--- config.mk ---
export PLATFORM = sky130hd
export DESIGN_NAME = uart_tx_arbiter
export DESIGN_NICKNAME = d
export VERILOG_FILES = /design/src/rtl/uart_pkg.sv /design/src/rtl/rr_arbiter.sv /design/src/rtl/uart_tx_arbiter.sv
export SDC_FILE = /design/constraint.sdc
export NUM_CORES = 1
export LEC_CHECK = 0
export ABC_AREA = 1
export CELL_PAD_IN_SITES_DETAIL_PLACEMENT = 2
export CELL_PAD_IN_SITES_GLOBAL_PLACEMENT = 2
export CORE_MARGIN = 2
export CORE_UTILIZATION = 30
export DETAILED_ROUTE_END_ITERATION = 12
export PLACE_DENSITY = 0.88
export RECOVER_POWER = 50
export SLEW_MARGIN = 15
export SYNTH_ARGS = -nofsm -noshare
export SYNTH_HDL_FRONTEND = slang
export SYNTH_SLANG_ARGS = --single-unit
--- constraint.sdc ---
create_clock -name i_clk -period 3.3 [get_ports i_clk]
set_input_delay 0.33 -clock i_clk [delete_from_list [all_inputs] [get_ports i_clk]]
set_output_delay 0.33 -clock i_clk [all_outputs]
set_load 0.1 [all_outputs]
--- src/rtl/uart_pkg.sv ---
// ----------------------------------------------------------------------------
// uart_pkg
// Shared definitions for the UART transmit arbiter:
//   state_e      arbiter FSM state encoding (idle / load / frame)
//   DefClksPerBit, DefFrameBits  default baud and frame geometry
//   frame_clks() cycles spent waiting out a frame after the load window
// ----------------------------------------------------------------------------
package uart_pkg;

    typedef enum logic [1:0] {
        StIdle  = 2'd0,
        StLoad  = 2'd1,
        StFrame = 2'd2
    } state_e;

    localparam int unsigned DefClksPerBit = 10416;
    localparam int unsigned DefFrameBits  = 10;

    // One extra bit period covers the transmitter lagging the load by one baud tick.
    function automatic int unsigned frame_clks(input int unsigned cpb, input int unsigned bits);
        return (bits + 1) * cpb;
    endfunction

endpackage

--- src/rtl/rr_arbiter.sv ---
// ----------------------------------------------------------------------------
// rr_arbiter
// Combinational round-robin pick: first set request at or above the pointer,
// wrapping from N_REQ-1 back to 0.
// Ports:
//   i_req        request vector
//   i_ptr        highest-priority index for this pick
//   o_gnt_onehot one-hot grant (all zero when no request)
//   o_gnt_idx    index of the granted request
//   o_any        at least one request is set
// ----------------------------------------------------------------------------
module rr_arbiter #(
    parameter int unsigned N_REQ = 4,
    localparam int unsigned IdxW = $clog2(N_REQ)
) (
    input  logic [N_REQ-1:0] i_req,
    input  logic [IdxW-1:0]  i_ptr,
    output logic [N_REQ-1:0] o_gnt_onehot,
    output logic [IdxW-1:0]  o_gnt_idx,
    output logic             o_any
);

    logic [IdxW-1:0] w_idx;

    always_comb begin
        o_gnt_onehot = '0;
        o_gnt_idx    = '0;
        o_any        = 1'b0;
        w_idx        = '0;
        for (int unsigned off = 0; off < N_REQ; off++) begin
            w_idx = IdxW'((32'(i_ptr) + off) % N_REQ);
            if (!o_any && i_req[w_idx]) begin
                o_any               = 1'b1;
                o_gnt_idx           = w_idx;
                o_gnt_onehot[w_idx] = 1'b1;
            end
        end
    end

endmodule

--- src/rtl/uart_tx_arbiter.sv ---
// ----------------------------------------------------------------------------
// uart_tx_arbiter
// Shares one 8N1 UART transmitter between N_REQ byte sources. One byte is
// granted at a time (round robin); transmit is held for one baud period so the
// transmitter is guaranteed to see a tick while it is high, then the frame is
// timed out here because the transmitter has no busy flag.
// Ports:
//   i_clk          system clock
//   i_reset        synchronous, active-high reset
//   i_enable       1 = arbitrate; 0 = no new grants (current frame completes)
//   i_req_valid    per-requester byte pending
//   i_req_data     byte of requester i at [8*i+7:8*i]
//   o_req_ready    one-hot single-cycle accept pulse
//   o_tx_data      byte to the transmitter, stable for the whole frame window
//   o_tx_transmit  transmitter load strobe (high for CLKS_PER_BIT cycles)
//   o_busy         high whenever the FSM is not idle
//   o_grant_id     index of the most recently granted requester
// ----------------------------------------------------------------------------
module uart_tx_arbiter
    import uart_pkg::*;
#(
    parameter int unsigned N_REQ        = 4,
    parameter int unsigned CLKS_PER_BIT = DefClksPerBit,
    parameter int unsigned FRAME_BITS   = DefFrameBits,
    localparam int unsigned IdxW        = $clog2(N_REQ)
) (
    input  logic               i_clk,
    input  logic               i_reset,
    input  logic               i_enable,
    input  logic [N_REQ-1:0]   i_req_valid,
    input  logic [8*N_REQ-1:0] i_req_data,
    output logic [N_REQ-1:0]   o_req_ready,
    output logic [7:0]         o_tx_data,
    output logic               o_tx_transmit,
    output logic               o_busy,
    output logic [IdxW-1:0]    o_grant_id
);

    localparam int unsigned FrameClks = frame_clks(CLKS_PER_BIT, FRAME_BITS);
    localparam int unsigned CntW      = $clog2(FrameClks + 1);
    localparam logic [CntW-1:0] LoadLast  = CntW'(CLKS_PER_BIT - 1);
    localparam logic [CntW-1:0] FrameLast = CntW'(FrameClks - 1);

    state_e           r_state;
    logic [CntW-1:0]  r_cnt;
    logic [IdxW-1:0]  r_ptr;
    logic [N_REQ-1:0] r_req_ready;
    logic [7:0]       r_tx_data;
    logic             r_tx_transmit;
    logic             r_busy;
    logic [IdxW-1:0]  r_grant_id;

    logic [N_REQ-1:0] w_gnt_onehot;
    logic [IdxW-1:0]  w_gnt_idx;
    logic             w_any;
    logic [7:0]       w_sel_data;
    logic [IdxW-1:0]  w_ptr_next;

    rr_arbiter #(
        .N_REQ (N_REQ)
    ) u_rr_arbiter (
        .i_req        (i_req_valid),
        .i_ptr        (r_ptr),
        .o_gnt_onehot (w_gnt_onehot),
        .o_gnt_idx    (w_gnt_idx),
        .o_any        (w_any)
    );

    always_comb begin
        w_sel_data = '0;
        for (int i = 0; i < int'(N_REQ); i++) begin
            if (w_gnt_onehot[i]) begin
                w_sel_data = i_req_data[8*i +: 8];
            end
        end
    end

    assign w_ptr_next = (w_gnt_idx == IdxW'(N_REQ - 1)) ? '0 : w_gnt_idx + 1'b1;

    always_ff @(posedge i_clk) begin
        if (i_reset) begin
            r_state       <= StIdle;
            r_cnt         <= '0;
            r_ptr         <= '0;
            r_req_ready   <= '0;
            r_tx_data     <= 8'h00;
            r_tx_transmit <= 1'b0;
            r_busy        <= 1'b0;
            r_grant_id    <= '0;
        end else begin
            r_req_ready <= '0;
            case (r_state)
                StIdle: begin
                    if (i_enable && w_any) begin
                        r_tx_data     <= w_sel_data;
                        r_grant_id    <= w_gnt_idx;
                        r_ptr         <= w_ptr_next;
                        r_req_ready   <= w_gnt_onehot;
                        r_cnt         <= '0;
                        r_tx_transmit <= 1'b1;
                        r_busy        <= 1'b1;
                        r_state       <= StLoad;
                    end
                end
                StLoad: begin
                    if (r_cnt == LoadLast) begin
                        r_cnt         <= '0;
                        r_tx_transmit <= 1'b0;
                        r_state       <= StFrame;
                    end else begin
                        r_cnt <= r_cnt + 1'b1;
                    end
                end
                StFrame: begin
                    if (r_cnt == FrameLast) begin
                        r_cnt   <= '0;
                        r_busy  <= 1'b0;
                        r_state <= StIdle;
                    end else begin
                        r_cnt <= r_cnt + 1'b1;
                    end
                end
                default: begin
                    r_state       <= StIdle;
                    r_cnt         <= '0;
                    r_tx_transmit <= 1'b0;
                    r_busy        <= 1'b0;
                end
            endcase
        end
    end

    assign o_req_ready   = r_req_ready;
    assign o_tx_data     = r_tx_data;
    assign o_tx_transmit = r_tx_transmit;
    assign o_busy        = r_busy;
    assign o_grant_id    = r_grant_id;

endmodule

* Yosys cells after proc, flatten, opt, wreduce, memory -nomap -nowiden *
Index checks and enable logic that the tools add are counted.

operators by class
  add/subtract/negate cells = 5
  $lt $le $gt $ge = 8
  eq/ne operators = 8
  multiplexer cells = 46
  bitwise logic cells = 7
  reductions and logical operators = 17

operator list
  cell                                                                                 number
  17-bit 2-to-1 mux                                                                    3
  17-bit one-hot mux with 3 select lines                                               1
  8-bit 2-to-1 mux                                                                     4
  17-bit by 1-bit adder with 17-bit output, second input constant                      1
  17-bit by 14-bit == test with 1-bit output, second input constant                    1
  17-bit == test, second input constant                                                1
  2-bit 2-to-1 mux                                                                     8
  4-bit 2-to-1 mux                                                                     4
  1-bit 2-to-1 mux                                                                     15
  2-bit by 3-bit less-than comparator with 1-bit output, second input constant         4
  4-bit bitwise OR                                                                     3
  3-bit AND reduction                                                                  3
  1-bit binary-select mux with 2-bit select                                            4
  1-bit demux with 2-bit select                                                        4
  2-bit by 1-bit greater-or-equal comparator with 1-bit output, second input constant  4
  1-bit logical AND                                                                    8
  2-bit != test, second input constant                                                 3
  1-bit one-hot mux with 3 select lines                                                2
  2-bit one-hot mux with 3 select lines                                                1
  2-bit by 1-bit adder with 2-bit output, second input constant                        2
  2-bit adder, second input constant                                                   2
  2-bit == test, second input constant                                                 2
  1-bit NOT                                                                            4
  1-bit zero test                                                                      3
  other kinds (4)                                                                      4

word-level totals
  flip-flop bits (word level) = 37
  input port bits = 39
  output and inout bits = 16
  word-level logic and storage cells = 99

* Logic depth before layout (Yosys ltp) *
  depth after elaboration = 16
  mapped depth = 16
  gate-level depth less buffers = 15

* Cells and area by module *
Synthesis repeated with hierarchy kept, for this count alone.

second synthesis, totals
  cell total of the unflattened synthesis = 366
  area total of the unflattened synthesis = 2399.8 µm²

modules (own cells, without submodules)
  module           times used  cells an instance  area each (µm²)  sequential area each (µm²)
  uart_tx_arbiter  1           292                1959.4           740.7
  rr_arbiter       1           74                 440.4            0.0

* Least setup slack after synthesis *
Ideal clock, no wire load.

  path type = register to register
  start = reg r_ptr[1]
  end = reg r_ptr[1]
  library setup time = 0.127 ns
  arrival time = 2.138 ns
  data required time = 3.173 ns
  setup slack = 1.034 ns
  cell stages (with the launch flop) = 13
  buffers on the path = 0
  period minus slack after synthesis = 2.266 ns
  path through = dfxtp_1 -> inv_1 -> ha_1 -> inv_1 -> nand3_1 -> nand2_2 -> nand2_4 -> nor2_4 -> o21ai_0 -> a21boi_0 -> ha_1 -> o21ai_0 -> a21oi_1

on the way
  longest elaborated chain between the ends = 14
  elaborated cells between the ends (all ways) = 30
  those cells by class = add/sub: 4; eq/ne: 1; mux: 17; reduce/logical: 8

RTL lines
  element                                                                                          RTL line               RTL
  start: declaration                                                                               uart_tx_arbiter.sv:46  logic [IdxW-1:0] r_ptr;
  start signal: assignment                                                                         uart_tx_arbiter.sv:97  r_ptr <= w_ptr_next;
  parallel branches: the longest is 11 deep, another holds 2-bit by 1-bit adder with 2-bit output  n/a
  2-bit 2-to-1 mux *                                                                               rr_arbiter.sv:32       if (!o_any && i_req[w_idx]) begin
  net u_rr_arbiter.o_gnt_idx[0]                                                                    rr_arbiter.sv:19       output logic [IdxW-1:0] o_gnt_idx,
  2-bit by 1-bit adder with 2-bit output / 2-bit == test (equally long branches)                   uart_tx_arbiter.sv:78  assign w_ptr_next = (w_gnt_idx == IdxW'(N_REQ - 1)) ? '0 : w_gnt_idx + 1'b1;
  2-bit 2-to-1 mux *                                                                               uart_tx_arbiter.sv:78
  net w_ptr_next[1]                                                                                uart_tx_arbiter.sv:57  logic [IdxW-1:0] w_ptr_next;

Mark *: on every way through the listed nets, which the timed path passes. The select of a mux whose other input is x is not followed.
A chain may end at the register's enable or synchronous reset.

* Final worst setup path *
  start = reg r_ptr[0]
  end = reg r_cnt[11]

on the way
  longest elaborated chain between the ends = 14
  elaborated cells between the ends (all ways) = 23
  those cells by class = add/sub: 3; eq/ne: 1; mux: 12; reduce/logical: 7

RTL lines
  element                                                                                          RTL line                RTL
  parallel branches: the longest is 11 deep, another holds 2-bit by 1-bit adder with 2-bit output  n/a
  1-bit 2-to-1 mux *                                                                               rr_arbiter.sv:32
  1-bit logical AND *                                                                              uart_tx_arbiter.sv:94   if (i_enable && w_any) begin
  2-bit != test (no line) *                                                                        n/a
  end signal: assignment                                                                           uart_tx_arbiter.sv:111  r_cnt <= r_cnt + 1'b1;
  end signal: assignment                                                                           uart_tx_arbiter.sv:120  r_cnt <= r_cnt + 1'b1;
  end: declaration                                                                                 uart_tx_arbiter.sv:45   logic [CntW-1:0] r_cnt;

Mark *: on every way between the ends. The select of a mux whose other input is x is not followed.

==> metrics.cfg <==
[synth]
yosys.area.top_type_share_pct=28.3
syn_inst=384
synthTopCellsByArea=dfxtp_1 (28%), nand2_1 (12%), a21oi_1 (10%), nand3_1 (7.1%), ha_1 (5.7%)
ys_types=34
synth_nets=435
netlist_area_um2=2620
ys_seq_elements=37
yosysWarnings=0
ys_seq_area_share_pct=28.3
synth_area_per_cell_um2=6.83
yosysTopAreaCell=dfxtp_1

[setup_path]
slowest_delay_ps=550
worstPathMaxFanout=23
reg2reg_to=r_cnt[11]
path_cells=inv_1, ha_1, inv_1, nand3_1, nand2_2, nand2_4, nor2_4, nand2_1, nand2_4, nand2_4, inv_4, nor2_1, nand2_1, nor3b_2
path_depth=14
cp-endpoint=r_cnt[11]
reg2reg_depth=14
cp_slowest_cell=dfxtp_1
cpMostUsedCell=nand2_4
r2r_setup_slack_ps=550
endpoint_kind=register
path_delay_family=simple AND/OR/NAND/NOR gates
path_buf_inv=3
worstPathArrival_ps=2950
required_ps=3490
critPathKind=reg2reg
regToRegStartpoint=r_ptr[0]
critPathLaunchType=register
critPathLaunch=r_ptr[0]

[placement]
place_area_um2=3230
dpl.hpwl_um=6890
gp_congestion=0.867
place_inst=538
port_buffers=54

[clocking]
clk_path_buf_depth=2
postCtsSetupBuffers=0
clkTransAtPathRegs_ps=90
hold_buffers=0
cts_sinks=37
cts_resized=0
numCtsBuffers=5
cts_max_level=2
cts_tree=built
root_buffer=clkbuf_8
insertion_delay_ps=300

[floorplanning]
fp.dieH_um=97.5
start_util_pct=30.5
die-area_um2=9500
io_pins=55
rows=34
die_w_um=97.5
core_area_um2=8590

[cells_and_area]
nets=488
fin_util_pct=38.5
layout_commonest_cell=nand2_1
finalNonFillerCells=546
antenna_cells=0
drive_gt1_share_pct=9.82
fillers=1049
fin_area_um2=3310
mostFrequentLayoutCells=nand2_1 (82), a21oi_1 (53), nand3_1 (39)
areaGrowthSynthToFinish_pct=26.3

[power_and_ir_drop]
powerDensity_nw_per_um2=913
leakage_nw=1.34
peakVddDrop_mv=0.521
total_power_mw=3.02

[sta]
timing.slew.headroom_pct=30.4
fin_crit_sh_pct=83.5
grt_setup_unrepaired=no
skew_ps=8.08
finalMaxSlewViolations=0
fin_tns_setup_ps=0
fin_crit_ps=2750
worst_pin_slew_ps=1040
setup_viol_count_final=0
hold_viol_final=0
fmaxAchievable_ghz=0.363

[status]
status=finished clean

[detailed_routing]
firstDrtPassIters=4
routed-via-count=2766
drc=0
wire_per_inst_um=15.9
wl_um=8670
antenna_left=0
first_iter_violations=57
avgViaCountPerCell=5.07

[worst_hold_path]
worst_hold_path_type=reg2reg
hold_depth=2

[global_routing]
grt_pass1_wl_um=14800
track_usage_pct=18.7
antenna_found_initial=0
overflow=0
grt_pass1_vias=3072
grt_start_max_net_pins=24

[job]
cap_violations=0

[cells in the mapped netlist]
library cell and count:
nand3_2 4, nor2_4 4, nand2_1 81, xnor2_1 2, buf_6 4, a21boi_0 2
a21oi_2 1, buf_2 2, ha_1 12, xor2_1 3, clkbuf_1 2, nor4_1 6
nand3b_1 1, inv_1 35, inv_4 1, nor3b_2 2, nor3_1 12, a21oi_1 53
a21boi_2 1, nand2_4 6, o2111ai_1 2, nand3_4 2, nand2_2 9, a21oi_4 1
dfxtp_1 37, buf_4 2, inv_2 5, nand4_1 7, nand3_1 37, o21ai_0 17
nor2_1 27, a31oi_1 2, nor2_2 1, or2_2 1
[how the worst min path moves through the flow]
| stage | end | slack (ps) | from |
|---|---|---|---|
| 2_1_floorplan | r_cnt[0] | 470 | r_cnt[0] |
| 3_3_place_gp | o_tx_transmit | 480 | o_tx_transmit |
| 3_5_place_dp | o_tx_transmit | 500 | o_tx_transmit |
| 4_1_cts | r_cnt[0] | 510 | r_cnt[0] |
| 5_1_grt | o_tx_transmit | 540 | o_tx_transmit |
| 6_report | o_busy | 500 | o_busy |
[layout make-up]
| cell class | instances | area (um^2) | share of cell area, % |
|---|---|---|---|
| Sequential cell | 37 | 741 | 22.4 |
| Clock inverter | 2 | 15.0 | 0.454 |
| Multi-Input combinational cell | 296 | 1630 | 49.4 |
| Timing Repair Buffer | 56 | 556 | 16.8 |
| Clock buffer | 6 | 72.6 | 2.19 |
| Tap cell | 108 | 135 | 4.08 |
| Inverter | 41 | 156 | 4.73 |
[through the flow]
step / hold slack (ps) / setup WS, ps
after floorplan: 469 / 1030
after global placement: 477 / 772
after detailed placement: 495 / 645
after CTS: 512 / 614
after global routing: 540 / 195
final: 499 / 545
[logic make-up after synthesis]
| kind of cell | after synthesis | share of synthesized area, % |
|---|---|---|
| AND/OR/NAND/NOR | 200 | 38.9 |
| AO/OA/AOI/OAI | 79 | 16.5 |
| buffers and inverters | 51 | 8.93 |
| flip-flops | 37 | 28.3 |
| adder cells (fa/ha/maj) | 12 | 5.73 |
| XOR/XNOR | 5 | 1.67 |
[state kept, by name, indices dropped and copies added, names as in the netlist]
signal and cells:
r_cnt 17, o_tx_data 8, o_req_ready 4, o_grant_id 2
r_ptr 2, r_state 2, o_busy 1, o_tx_transmit 1
[routing by layer]
| metal | vias up | routed length [um] | track usage [%] |
|---|---|---|---|
| met5 | - | 0 | 0 |
| met4 | 0 | 89 | 3.85 |
| met1 | 1315 | 3910 | 22.9 |
| met3 | 8 | 386 | 4.46 |
| li1 | 1393 | - | - |
| met2 | 50 | 4280 | 33.5 |
[power breakdown]
group	total [mW]	switching [mW]	internal, mW
combinational	2.06	1.54	0.522
sequential	0.631	0.0727	0.558
clock	0.333	0.184	0.149
[worst reg2reg max path, delay by kind of cell (launching register included)]
family        cells  cell delay [ps]
buf+inv           3              470
fa+ha+maj         1              430
flops             1              550
simple gates     10             1200
Note: power is estimated with default switching activity, not from simulation.
